File: src/rtl/button_pkg.sv
`timescale 1ns/1ps
// button_pkg: shared FSM state type, counter sizing helper and default gesture timings for the button path
package button_pkg;
    typedef enum logic [2:0] {IDLE, PRESSED, LONG_HELD, GAP, SECOND_HELD} press_state_t;
    localparam int DEF_LONG_CYCLES       = 50_000_000;
    localparam int DEF_DOUBLE_GAP_CYCLES = 15_000_000;
    localparam int DEF_REPEAT_CYCLES     = 10_000_000;
    function automatic int cnt_width(input int a, input int b, input int c);
        int m;
        m = a > b ? a : b;
        m = m > c ? m : c;
        return $clog2(m + 1);
    endfunction
endpackage

File: src/rtl/button_press_classifier_press_timer.sv
`timescale 1ns/1ps
// press_timer: saturating counter with clear/enable and a terminal-match flag
//   clk, rst_n : clock, synchronous active-low reset
//   i_clr      : restart from 0 this cycle (combined with i_en gives 1)
//   i_en       : count up by one, holding at all-ones
//   i_target   : compare value
//   o_match    : current count equals i_target
module press_timer #(
    parameter int W = 8
) (
    input  logic         clk,
    input  logic         rst_n,
    input  logic         i_clr,
    input  logic         i_en,
    input  logic [W-1:0] i_target,
    output logic         o_match
);
    logic [W-1:0] r_cnt;
    logic [W-1:0] w_base;
    assign w_base = i_clr ? '0 : r_cnt;
    always_ff @(posedge clk)
        r_cnt <= !rst_n ? '0 : (i_en && w_base != '1) ? w_base + W'(1) : w_base;
    assign o_match = r_cnt == i_target;
endmodule

File: src/rtl/button_press_classifier.sv
`timescale 1ns/1ps
// button_press_classifier: turns a debounced button level into short/long/double gestures
//   clk, rst_n   : clock, synchronous active-low reset
//   state        : debounced, clk-synchronous button level
//   short_press  : pulse, single press confirmed after the double-press window
//   long_press   : pulse, hold reached LONG_CYCLES
//   double_press : pulse, second press began inside the gap window
//   long_held    : level, button still held after a long press
//   repeat_tick  : pulse every REPEAT_CYCLES while long-held (BUTTON_REPEAT_EN), else 0
module button_press_classifier
    import button_pkg::*;
#(
    parameter int LONG_CYCLES       = DEF_LONG_CYCLES,
    parameter int DOUBLE_GAP_CYCLES = DEF_DOUBLE_GAP_CYCLES,
    parameter int REPEAT_CYCLES     = DEF_REPEAT_CYCLES
) (
    input  logic clk,
    input  logic rst_n,
    input  logic state,
    output logic short_press,
    output logic long_press,
    output logic double_press,
    output logic long_held,
    output logic repeat_tick
);
`ifdef BUTTON_REPEAT_EN
    localparam bit REP_EN = 1'b1;
`else
    localparam bit REP_EN = 1'b0;
`endif
    localparam int W = cnt_width(LONG_CYCLES, DOUBLE_GAP_CYCLES, REP_EN ? REPEAT_CYCLES : 0);
    press_state_t r_state, w_next;
    logic         w_match, w_clr, w_en, w_rep_hit;
    logic [W-1:0] w_target;
    logic         w_short, w_long, w_double, w_held;
    logic         r_short, r_long, r_double, r_held;
    always_ff @(posedge clk)
        r_state <= !rst_n ? IDLE : w_next;
    // a rising edge inside GAP wins over the timeout on the same sample
    always_comb begin
        w_next = r_state;
        case (r_state)
            IDLE:        w_next = state ? PRESSED : IDLE;
            PRESSED:     w_next = !state ? GAP : w_match ? LONG_HELD : PRESSED;
            LONG_HELD:   w_next = state ? LONG_HELD : IDLE;
            GAP:         w_next = state ? SECOND_HELD : w_match ? IDLE : GAP;
            SECOND_HELD: w_next = state ? SECOND_HELD : IDLE;
            default:     w_next = IDLE;
        endcase
    end
    // PRESSED matches one early so long_press lands LONG_CYCLES edges after the press;
    // LONG_HELD starts at 0 and ticks on REPEAT_CYCLES-1, then restarts.
    always_comb begin
        w_target  = r_state == PRESSED   ? W'(LONG_CYCLES - 1) :
                    r_state == GAP       ? W'(DOUBLE_GAP_CYCLES) :
                    r_state == LONG_HELD && REP_EN ? W'(REPEAT_CYCLES - 1) : '0;
        w_short   = r_state == GAP && !state && w_match;
        w_long    = r_state == PRESSED && state && w_match;
        w_double  = r_state == GAP && state;
        w_held    = r_state == LONG_HELD && state;
        w_rep_hit = REP_EN && w_held && w_match;
        w_clr     = w_next != r_state || w_rep_hit;
        w_en      = (r_state == IDLE && state) || (r_state == PRESSED && !w_long) ||
                    (r_state == GAP && !state) || (REP_EN && w_held && !w_match);
    end
    press_timer #(.W(W)) u_timer (
        .clk      (clk),
        .rst_n    (rst_n),
        .i_clr    (w_clr),
        .i_en     (w_en),
        .i_target (w_target),
        .o_match  (w_match)
    );
    always_ff @(posedge clk)
        {r_short, r_long, r_double, r_held} <= !rst_n ? 4'b0 : {w_short, w_long, w_double, w_held};
    assign short_press  = r_short;
    assign long_press   = r_long;
    assign double_press = r_double;
    assign long_held    = r_held;
`ifdef BUTTON_REPEAT_EN
    logic r_tick;
    always_ff @(posedge clk)
        r_tick <= rst_n && w_rep_hit;
    assign repeat_tick = r_tick;
`else
    assign repeat_tick = 1'b0;
`endif
endmodule

File: config.mk
export PLATFORM = sky130hd
export DESIGN_NAME = button_press_classifier
export DESIGN_NICKNAME = d
export VERILOG_FILES = /design/src/rtl/button_pkg.sv /design/src/rtl/button_press_classifier_press_timer.sv /design/src/rtl/button_press_classifier.sv
export SDC_FILE = /design/constraint.sdc
export NUM_CORES = 1
export LEC_CHECK = 0
export CAP_MARGIN = 15
export CORE_MARGIN = 10
export CORE_UTILIZATION = 45
export DETAILED_ROUTE_END_ITERATION = 8
export DONT_BUFFER_PORTS = 1
export MAX_ROUTING_LAYER = met4
export PLACE_DENSITY_LB_ADDON = 0.05
export SYNTH_ARGS = -nofsm -noshare
export SYNTH_HDL_FRONTEND = slang
export SYNTH_SLANG_ARGS = --single-unit
export TNS_END_PERCENT = 5
File: constraint.sdc
create_clock -name clk -period 10.5 [get_ports clk]
set_clock_uncertainty 0.05 [all_clocks]
set_input_delay 1.05 -clock clk [delete_from_list [all_inputs] [get_ports clk]]
set_output_delay 1.05 -clock clk [all_outputs]
set_load 0.05 [all_outputs]
==> run metrics, run 1 <==
Worst Path Max Fanout=14; Setup crit start kind=flip-flop; num rows=24; final-report setup violation count=0; slowest stage delay, CP=0.60 ns; net count after synthesis=between 200 and 250; RSZ-0062 raised after global routing=false; Routed WL=~4500 um; post-synthesis cell count=240; First-pass DRT Iterations=4; Post-synth EDFFs=0; post-synthesis sequential area ratio=0.3302; drt drc=0; fin area=2092 um2; number of routed nets with antenna violations=0; pin count of the biggest net entering global routing=24; worst path cell trace=nor2b_2 -> mux2i_1 -> and4_1 -> a31oi_1 -> or2_4 -> and2_1 -> ha_1 -> and3_1 -> and4_4 -> or3_4 -> or4_1 -> a21oi_1; max_cap viols=0; # clock sinks=33; Synth Cell Area=2001 um2; Starting DRT DRC Count=between 90 and 100; Main synth FF type=dfxtp_1; Final Net Count=around 240; worst rel slew slack=0.5383; Top Ports=8; Cell Pwr Density=around 140 nW/um2; Async SR Flop Fraction=0; routed vias/inst=~6; area grow syn2layout=4.566%; Final Hold Vio Count=0; aggregate negative setup slack=0 ns; Clock transition at path regs=~0.070 ns; post-synth top area cell=dfxtp_1; Hold Crit Depth=2; Worst R2R Path Depth=12; die area=between 7000 and 8000 um2; Synth Area in Adders=0.006254; Tot GR Track Use=0.1370; post_cts resized=0; mux cell area share after synthesis=0.02001; Synth Area in XOR/XNOR=0.09881; CTS tree=built; register bit total from synthesis=33; Initial Util=0.4627; synth unique cells=53; outcome=finished, final reports clean; number of synthesis warnings=0; Port Buffers=0; WP data required=10.66 ns; endpoint kind of the worst setup timing path=flip-flop; Via Count=about 1700; fill count=448; diode count=0; wire per inst=approximately 16 um; share of post-route cells with drive strength above 1=0.09362; CTS Buf Count=5; VDD IR max=0.06861 mV; Placement Cell Area=approximately 2000 um2; final worst-path cycle share=0.3686; first-pass GRT wire length=approximately 8000 um; CTS H-tree depth=2; vias in the first global route=about 1700; Avg Synthesized Cell Area=between 8 and 9 um2; f_max=258.3 MHz; initial antenna violation count=0; Critical-path top delay cell=dfxtp_1; post-synth top area share=0.3302; Final HPWL DP=approximately 3300 um; die width=about 87 um; setup repair bufs after CTS=0; clock period minus worst slack=3.871 ns; worst hold path type=reg -> reg; Pins Over Slew Limit=0; Core Box Area=approximately 4300 um2; GPL Wtd Cong=a little under 1; clk_lat worst skew=0.28 ns; main combinational cell family by area after synthesis=simple AND/OR/NAND/NOR gates; post-synthesis simple-gate area fraction=0.4065; Synth Area in Compound Gates=0.08380; Max clock buf depth=2; ranking of synthesized cells by area=dfxtp_1 (33%), xnor2_1 (8.3%), nor2_1 (5.4%); Leak=roughly 0.69 nW; CTS Root Cell=clkbuf_8; Setup CP Type=reg -> reg; Data arrival, critical path=between 4 and 5 ns; Die Y=a little under 90 um; worst-margin pin slew=roughly 0.7 ns; Overflow after GRT=0; CTS Hold Bufs=0
==> path summary, 6_finish.rpt <==
check	from	end	slack (ns)
worst max-delay path	r_state[0]$_SDFF_PN0_	u_timer.r_cnt[5]$_SDFF_PN0_	6.63
worst min-delay path	u_timer.r_cnt[16]$_SDFF_PN0_	u_timer.r_cnt[16]$_SDFF_PN0_	0.47
worst max register to register	r_state[0]$_SDFF_PN0_	u_timer.r_cnt[5]$_SDFF_PN0_	6.63
worst min register to register	u_timer.r_cnt[16]$_SDFF_PN0_	u_timer.r_cnt[16]$_SDFF_PN0_	0.47
==> through the flow <==
step | utilization | worst slack (ns) | cells | hold WS (ns) | total power [mW]
global placement | 0.4569 | 6.811 | 279 | 0.4478 | 0.1726
global route | 0.4838 | 6.392 | 287 | 0.4852 | 0.3061
finish | 0.4838 | 6.629 | 287 | 0.4711 | 0.2930
floorplan | - | 6.937 | 240 | 0.4100 | 0.1699
detailed placement | 0.4569 | 6.698 | 279 | 0.4605 | 0.1736
CTS | 0.4838 | 6.672 | 287 | 0.4692 | 0.2970
==> kinds of logic after synthesis <==
kind of cell               count (synthesis)
and+or+nand+nor                          139
DFF                                       33
other                                      1
adders and majority gates                  1
AOI/OAI and AO/OA                         24
muxes                                      4
xor gates and xnor gates                  21
buffers and inverters                     17
==> cell usage in the layout, fill, tap and decap left out, drive strengths merged, types with 2 or more instances in the layout <==
cell type,instances
and2,4
or2,3
inv,4
nand3,18
xnor2,19
clkbuf,7
nor3,11
or3,4
nor4,14
mux2i,4
nor3b,2
a21oi,6
or4,4
nor4b,2
and4,6
nor2,29
o31ai,3
nand2b,3
nand3b,4
nand4,8
o21ai,5
and3,5
nand2,19
dfxtp,33
==> area by class of cell <==
type	count	area, um2	share of cell area
clock buffers	7	86.33	0.04127
clock inverters	1	30.03	0.01435
inverters	4	15.01	0.007177
multi-input cells	190	1235	0.5903
flip-flops and latches	33	660.6	0.3158
well taps	52	65.06	0.03110
==> layer usage <==
layer  part of all wire  track usage
met1               0.46       0.1541
met2               0.48       0.2181
met3              0.045      0.03846
met4              0.018      0.06775
met5                  0            -
==> worst max-delay path: cells and delay by family, from the launching register on <==
kind / cells / cell delay (ns)
AND/OR/NAND/NOR: 8 / 2.30
flip-flops: 1 / 0.60
AO/OA/AOI/OAI: 2 / 0.30
multiplexers: 1 / 0.28
adder cells (fa/ha/maj): 1 / 0.26
==> registers in the layout (all words and copies together), names as in the netlist <==
register / cells
double_press: 1
long_held: 1
long_press: 1
r_state: 3
short_press: 1
u_timer.r_cnt: 26
==> power breakdown <==
group | switching, mW | leakage, nW | internal, mW | total [mW]
clock network | 0.0450 | 0.0585 | 0.0773 | 0.122
logic | 0.0243 | 0.366 | 0.0148 | 0.0391
registers | 0.00450 | 0.266 | 0.127 | 0.132
total | 0.0738 | 0.691 | 0.219 | 0.293
==> Yosys cell counts (all sizes together), types with 4 or more instances <==
cell type  count
nand3         18
a21oi          6
o21ai          5
or3            4
nand2         19
dfxtp         33
nor4          14
xnor2         19
nand3b         4
and2           4
nor2          29
or4            4
buf           11
inv            4
nor3          11
mux2i          4
nand4          8
and4           6
and3           5
Note: power is estimated with default switching activity, not from simulation.
==> run 2: changes to the inputs <==
- clock period: 10.5 -> 3.3 ns (I/O delays scaled with it)
==> run 2 against run 1 <==
Compared with the run above:
- hold slack lost 0.41 ns
- non-clock buffer count grew 27
- utilization grew 6.1 points
- via count grew 7.4%
==> run metrics, run 2 (same netlist as run 1, synthesis figures left out) <==
area of the multi-input gates=1325 um2 (+7.3%); Min-Delay Startpoint=state; max_cap viols=0 (unchanged); CTS Buf Count=5 (unchanged); worst rel slew slack=0.5115 (-0.02675); R2R Setup Slk=0.009 ns (-6.62 ns); fill count=414 (-7.6%); fin area=2356 um2 (+13%); Final Net Count=265 (+11%); Via Count=1849 (+7.4%); largest reg by FF count=u_timer.r_cnt; wire per inst=16.14 um (+2.0%); Clock transition at path regs=0.07 ns (about the same); Die Y=86.68 um (unchanged); Non-Filler Instances=314 (+9.4%); Cell Pwr Density=375.9 nW/um2 (+170%); Initial Util=0.4627 (unchanged); clk_lat worst skew=0.29 ns (about the same); WP data required=3.47 ns (-7.19 ns); Starting DRT DRC Count=118 (+20%); drt drc=0 (unchanged); Hold Crit Depth=1 (-1); worst-margin pin slew=0.7303 ns (+0.03999 ns); Routed WL=5067 um (+12%); diode count=0 (unchanged); GPL Wtd Cong=0.8696 (-10%); worst hold path type=in -> reg; Reg2Reg Launch Point=u_timer.r_cnt[9]$_SDFF_PN0_; biggest regs=u_timer.r_cnt: 26 flops, r_state: 3 flops; aggregate negative setup slack=0 ns (unchanged); routed vias/inst=5.889 (-1.9%); num rows=24 (unchanged); initial antenna violation count=0 (unchanged); Worst R2R Path Depth=12 (unchanged); CTS H-tree depth=2 (unchanged); final-report setup violation count=0 (unchanged); RR Endpoint=u_timer.r_cnt[5]$_SDFF_PN0_; # clock sinks=33 (unchanged); CTS tree=built; Leak=0.8177 nW (+18%); pin count of the biggest net entering global routing=24 (unchanged); die width=86.68 um (unchanged); Endpoint, Worst Hold=short_press$_SDFF_PN0_; slowest stage delay, CP=0.54 ns (-0.06 ns); Setup crit start kind=flip-flop; Worst Path Max Fanout=4 (-10); RSZ-0062 raised after global routing=true; cell count after placement=306 (+9.7%); first-pass GRT wire length=8880 um (+8.0%); number of flip-flops in the largest register=26 (unchanged); Core Box Area=4324 um2 (unchanged); Storage cell area=661.9 um2 (+0.19%); Tot GR Track Use=0.1497 (+0.01269); share of post-route cells with drive strength above 1=0.2519 (+0.1583); Port Buffers=0 (unchanged); VDD IR max=0.2003 mV (+190%); Pins Over Slew Limit=0 (unchanged); Final Hold Vio Count=0 (unchanged); Data arrival, critical path=3.47 ns (-0.56 ns); final core utilization=0.5449 (+0.06105); f_max=303.8 MHz (+18%); worst path cell trace=or4_4 -> a211oi_4 -> and4_4 -> a31oi_2 -> or2_4 -> and2_4 -> ha_4 -> and3_4 -> and4_4 -> or3_4 -> or4_4 -> a21oi_2; die area=7513 um2 (unchanged); Final HPWL DP=3777 um (+14%); final total power=0.8857 mW (+200%); Overflow after GRT=0 (unchanged); most common cell after layout, fill and taps aside=dfxtp_1; final worst-path cycle share=0.9974 (+0.6287); CTS Hold Bufs=0 (unchanged); endpoint kind of the worst setup timing path=flip-flop; outcome=finished, final reports clean; vias in the first global route=1864 (+7.7%); First-pass DRT Iterations=5 (+1); Placement Cell Area=2198 um2 (+11%); Max clock buf depth=2 (unchanged); clock period minus worst slack=3.291 ns (-0.5794 ns); Top Ports=8 (unchanged); number of routed nets with antenna violations=0 (unchanged); Critical-path top delay cell=or4_4; Setup CP Type=reg -> reg; area grow syn2layout=17.76%; CTS Root Cell=clkbuf_8; most frequent cells in the layout=dfxtp_1 (32), nor2_1 (29), buf_4 (27)
==> run 2: final cells by class <==
cell class | count | area share
multi-input cells | 190 | 0.5624
flip-flops and latches | 33 | 0.2809
repair buffers | 27 | 0.08603
clock buffers | 5 | 0.02921
well taps | 52 | 0.02762
clock inverters | 3 | 0.007435
inverters | 4 | 0.006373
==> run 2: critical path: cells and delay by family (launching register included) <==
kind	cells	cell delay (ns)
AO/OA/AOI/OAI	3	0.40
adder cells (fa/ha/maj)	1	0.15
flip-flops	1	0.33
AND/OR/NAND/NOR	8	2.29
==> run 2: worst max path at each step <==
stage                                      from                     endpoint  slack, ns
global route        u_timer.r_cnt[9]$_SDFF_PN0_  u_timer.r_cnt[5]$_SDFF_PN0_      -0.11
detailed placement  u_timer.r_cnt[9]$_SDFF_PN0_  u_timer.r_cnt[5]$_SDFF_PN0_      -0.04
floorplan           u_timer.r_cnt[9]$_SDFF_PN0_  u_timer.r_cnt[5]$_SDFF_PN0_      -0.13
CTS                 u_timer.r_cnt[9]$_SDFF_PN0_  u_timer.r_cnt[5]$_SDFF_PN0_      -0.02
finish              u_timer.r_cnt[9]$_SDFF_PN0_  u_timer.r_cnt[5]$_SDFF_PN0_      0.009
global placement    u_timer.r_cnt[9]$_SDFF_PN0_  u_timer.r_cnt[5]$_SDFF_PN0_       0.03
==> run 2: per-stage QoR <==
stage	hold slack, ns	worst slack (ns)
2_1_floorplan	0.4017	-0.1328
3_3_place_gp	0.3656	0.02502
3_5_place_dp	0.3649	-0.03897
4_1_cts	0.05448	-0.01665
5_1_grt	0.04645	-0.1060
6_report	0.06284	0.008680
==> run 2: routing by layer <==
| layer | vias to the layer above | part of all wire | wire, um | GRT usage |
|---|---|---|---|---|
| met1 | 886 | 0.48 | 2420 | 0.1831 |
| li1 | 917 | - | - | - |
| met2 | 40 | 0.47 | 2377 | 0.2336 |
| met4 | 0 | 0.013 | 68 | 0.05302 |
| met3 | 6 | 0.039 | 200 | 0.03659 |
| met5 | - | 0 | 0 | - |
==> run 2: what timing repair did <==
| item | CTS | global route |
|---|---|---|
| pin swaps | 4 | 2 |
| resized for setup | 2 | 12 |
| endpoints found under the setup margin | 2 | 19 |
| buffers inserted | 0 | 0 |
==> run 2: where the power goes <==
group / internal (mW) / switching (mW)
Combinational: 0.0734 / 0.0963
Sequential: 0.404 / 0.00835
Clock: 0.146 / 0.158
Total: 0.623 / 0.263
==> run 3: changes to the inputs <==
- clock period: 3.3 -> 3.03 ns (I/O delays scaled with it)
==> run 3 against run 2 <==
Compared with the run above:
- the run now ends with setup timing left
- clock power rose by 44%
- sequential share of layout area fell by 3.1 points
- power grew 23%
- design area up 12%
- fmax is 0.55% lower
- cell count up 7.0%
- first-iteration DRC count up 4.2%
- via count grew 5.5%
- sequential cell count did not move
- highest routed layer unchanged
- routed wire length increased by 6.7%
==> run metrics, run 3 (same netlist as run 1, synthesis figures left out) <==
outcome=complete, but fails checks; failing checks=setup timing; worst rel slew slack=0.4660 (-0.04552); final worst-path cycle share=1.092 (+0.09489); First-pass DRT Iterations=4 (-1); biggest regs=u_timer.r_cnt: 26 flops, r_state: 3 flops; Starting DRT DRC Count=123 (+4.2%); Initial Util=0.4627 (unchanged); RSZ-0062 raised after global routing=true; routed vias/inst=5.807 (-1.4%); vias in the first global route=1903 (+2.1%); Port Buffers=0 (unchanged); first-pass GRT wire length=8873 um (about the same); endpoint kind of the worst setup timing path=flip-flop; final-report setup violation count=23 (+23); Via Count=1951 (+5.5%); setup repair bufs after CTS=0 (unchanged); cell count after placement=328 (+7.2%); num rows=24 (unchanged); aggregate negative setup slack=-2.294 ns (-2.294 ns); Final Hold Vio Count=0 (unchanged); most common cell after layout, fill and taps aside=buf_4; die width=86.68 um (unchanged); Setup crit start kind=flip-flop; die area=7513 um2 (unchanged); Worst Path Max Fanout=4 (unchanged); slowest stage delay, CP=0.55 ns (about the same); Setup CP Type=reg -> reg; Final HPWL DP=3897 um (+3.2%); max_cap viols=0 (unchanged); Critical-path top delay cell=or4_4; f_max=302.2 MHz (-0.55%); Top Ports=8 (unchanged); clock period minus worst slack=3.310 ns (+0.01823 ns); crit-path leading delay family=simple AND/OR/NAND/NOR gates; WP data required=3.20 ns (-0.27 ns); clk_lat worst skew=0.29 ns (about the same); share of post-route cells with drive strength above 1=0.3345 (+0.08260); R2R Setup Slk=-0.28 ns (-0.29 ns); Setup WS post-layout=-0.2795 ns (-0.2882 ns); Die Y=86.68 um (unchanged); worst hold path type=in -> reg; GPL Wtd Cong=0.8926 (+2.6%); Cell Pwr Density=409.9 nW/um2 (+9.0%); largest reg by FF count=u_timer.r_cnt; CTS tree=built; Final Net Count=287 (+8.3%); worst-margin pin slew=0.8010 ns (+0.07065 ns); Data arrival, critical path=3.48 ns (about the same); Clock transition at path regs=0.07 ns (about the same); Core Box Area=4324 um2 (unchanged); initial antenna violation count=0 (unchanged); Pins Over Slew Limit=0 (unchanged); final core utilization=0.6123 (+0.06742); Routed WL=5405 um (+6.7%); CTS Hold Bufs=0 (unchanged); Non-Filler Instances=336 (+7.0%); # clock sinks=33 (unchanged); area grow syn2layout=32.33%; wire per inst=16.09 um (-0.31%); most frequent cells in the layout=buf_4 (49), dfxtp_1 (33), nor2_1 (29); pin count of the biggest net entering global routing=24 (unchanged); CTS Buf Count=5 (unchanged); Max clock buf depth=2 (unchanged); worst path cell trace=or4_4 -> a211oi_4 -> and4_1 -> a31oi_2 -> or2_4 -> and2_4 -> ha_4 -> and3_4 -> and4_4 -> or3_4 -> or4_1 -> a21oi_1; diode count=0 (unchanged); VDD IR max=0.2210 mV (+10%); CP bufs+invs=0 (unchanged); Leak=0.9699 nW (+19%); number of flip-flops in the largest register=26 (unchanged); Overflow after GRT=0 (unchanged); CTS Root Cell=clkbuf_8; Tot GR Track Use=0.1484 (-0.001264); number of routed nets with antenna violations=0 (unchanged); drt drc=0 (unchanged); CTS H-tree depth=2 (unchanged)
-- run 3: cell type report --
cell class,count,area (um2)
Clock buffer,7,86.33
Clock inverter,1,30.03
Tap cell,52,65.06
Sequential cell,33,660.6
Timing Repair Buffer,49,367.9
Fill cell,357,1677
Inverter,4,15.01
Multi-Input combinational cell,190,1423
-- run 3: path summary, 6_finish.rpt --
path | startpoint | to | cells after the start
worst max-delay path | u_timer.r_cnt[9]$_SDFF_PN0_ | u_timer.r_cnt[5]$_SDFF_PN0_ | 12
worst min-delay path | state | short_press$_SDFF_PN0_ | 1
worst max register to register | u_timer.r_cnt[9]$_SDFF_PN0_ | u_timer.r_cnt[5]$_SDFF_PN0_ | 12
worst min register to register | u_timer.r_cnt[5]$_SDFF_PN0_ | u_timer.r_cnt[5]$_SDFF_PN0_ | 2
-- run 3: worst reg2reg max path, stage by stage (launching register included) --
cell      delay, ns
dfxtp_1        0.32
or4_4          0.55
a211oi_4       0.18
and4_1         0.26
a31oi_2        0.12
or2_4          0.25
and2_4         0.14
ha_4           0.15
and3_4         0.14
and4_4         0.18
or3_4          0.35
or4_1          0.40
a21oi_1        0.14
-- run 3: where the power goes --
part | switching, mW | internal [mW] | leakage, nW | total (mW)
Sequential | 0.0102 | 0.440 | 0.266 | 0.450
Clock | 0.171 | 0.268 | 0.0585 | 0.439
Combinational | 0.111 | 0.0854 | 0.645 | 0.196
-- run 3: per-layer routing --
metal | up-vias | wire length [um] | track usage
li1 | 956 | - | -
met1 | 929 | 2434 | 0.1775
met2 | 54 | 2554 | 0.2329
met3 | 12 | 285 | 0.03846
met4 | 0 | 130 | 0.05744
met5 | - | 0 | -
-- run 3: repair_timing --
item / 4_1_cts / 5_1_grt
gates resized for setup: 19 / 8
gates cloned: 0 / 0
endpoints found under the setup margin: 25 / 25
endpoints found under the hold margin: 0 / 0
pin swaps: 8 / 4
-- run 3: per-stage QoR --
step	instance area [um2]	worst slack, ns	hold WS, ns	power, mW
CTS	2594	-0.2742	0.04201	1.085
global placement	2364	-0.2501	0.3401	0.6403
floorplan	2021	-0.4028	0.3747	0.5922
finish	2648	-0.2795	0.04866	1.085
global route	2648	-0.3922	0.04064	1.127
detailed placement	2364	-0.3154	0.3464	0.6418
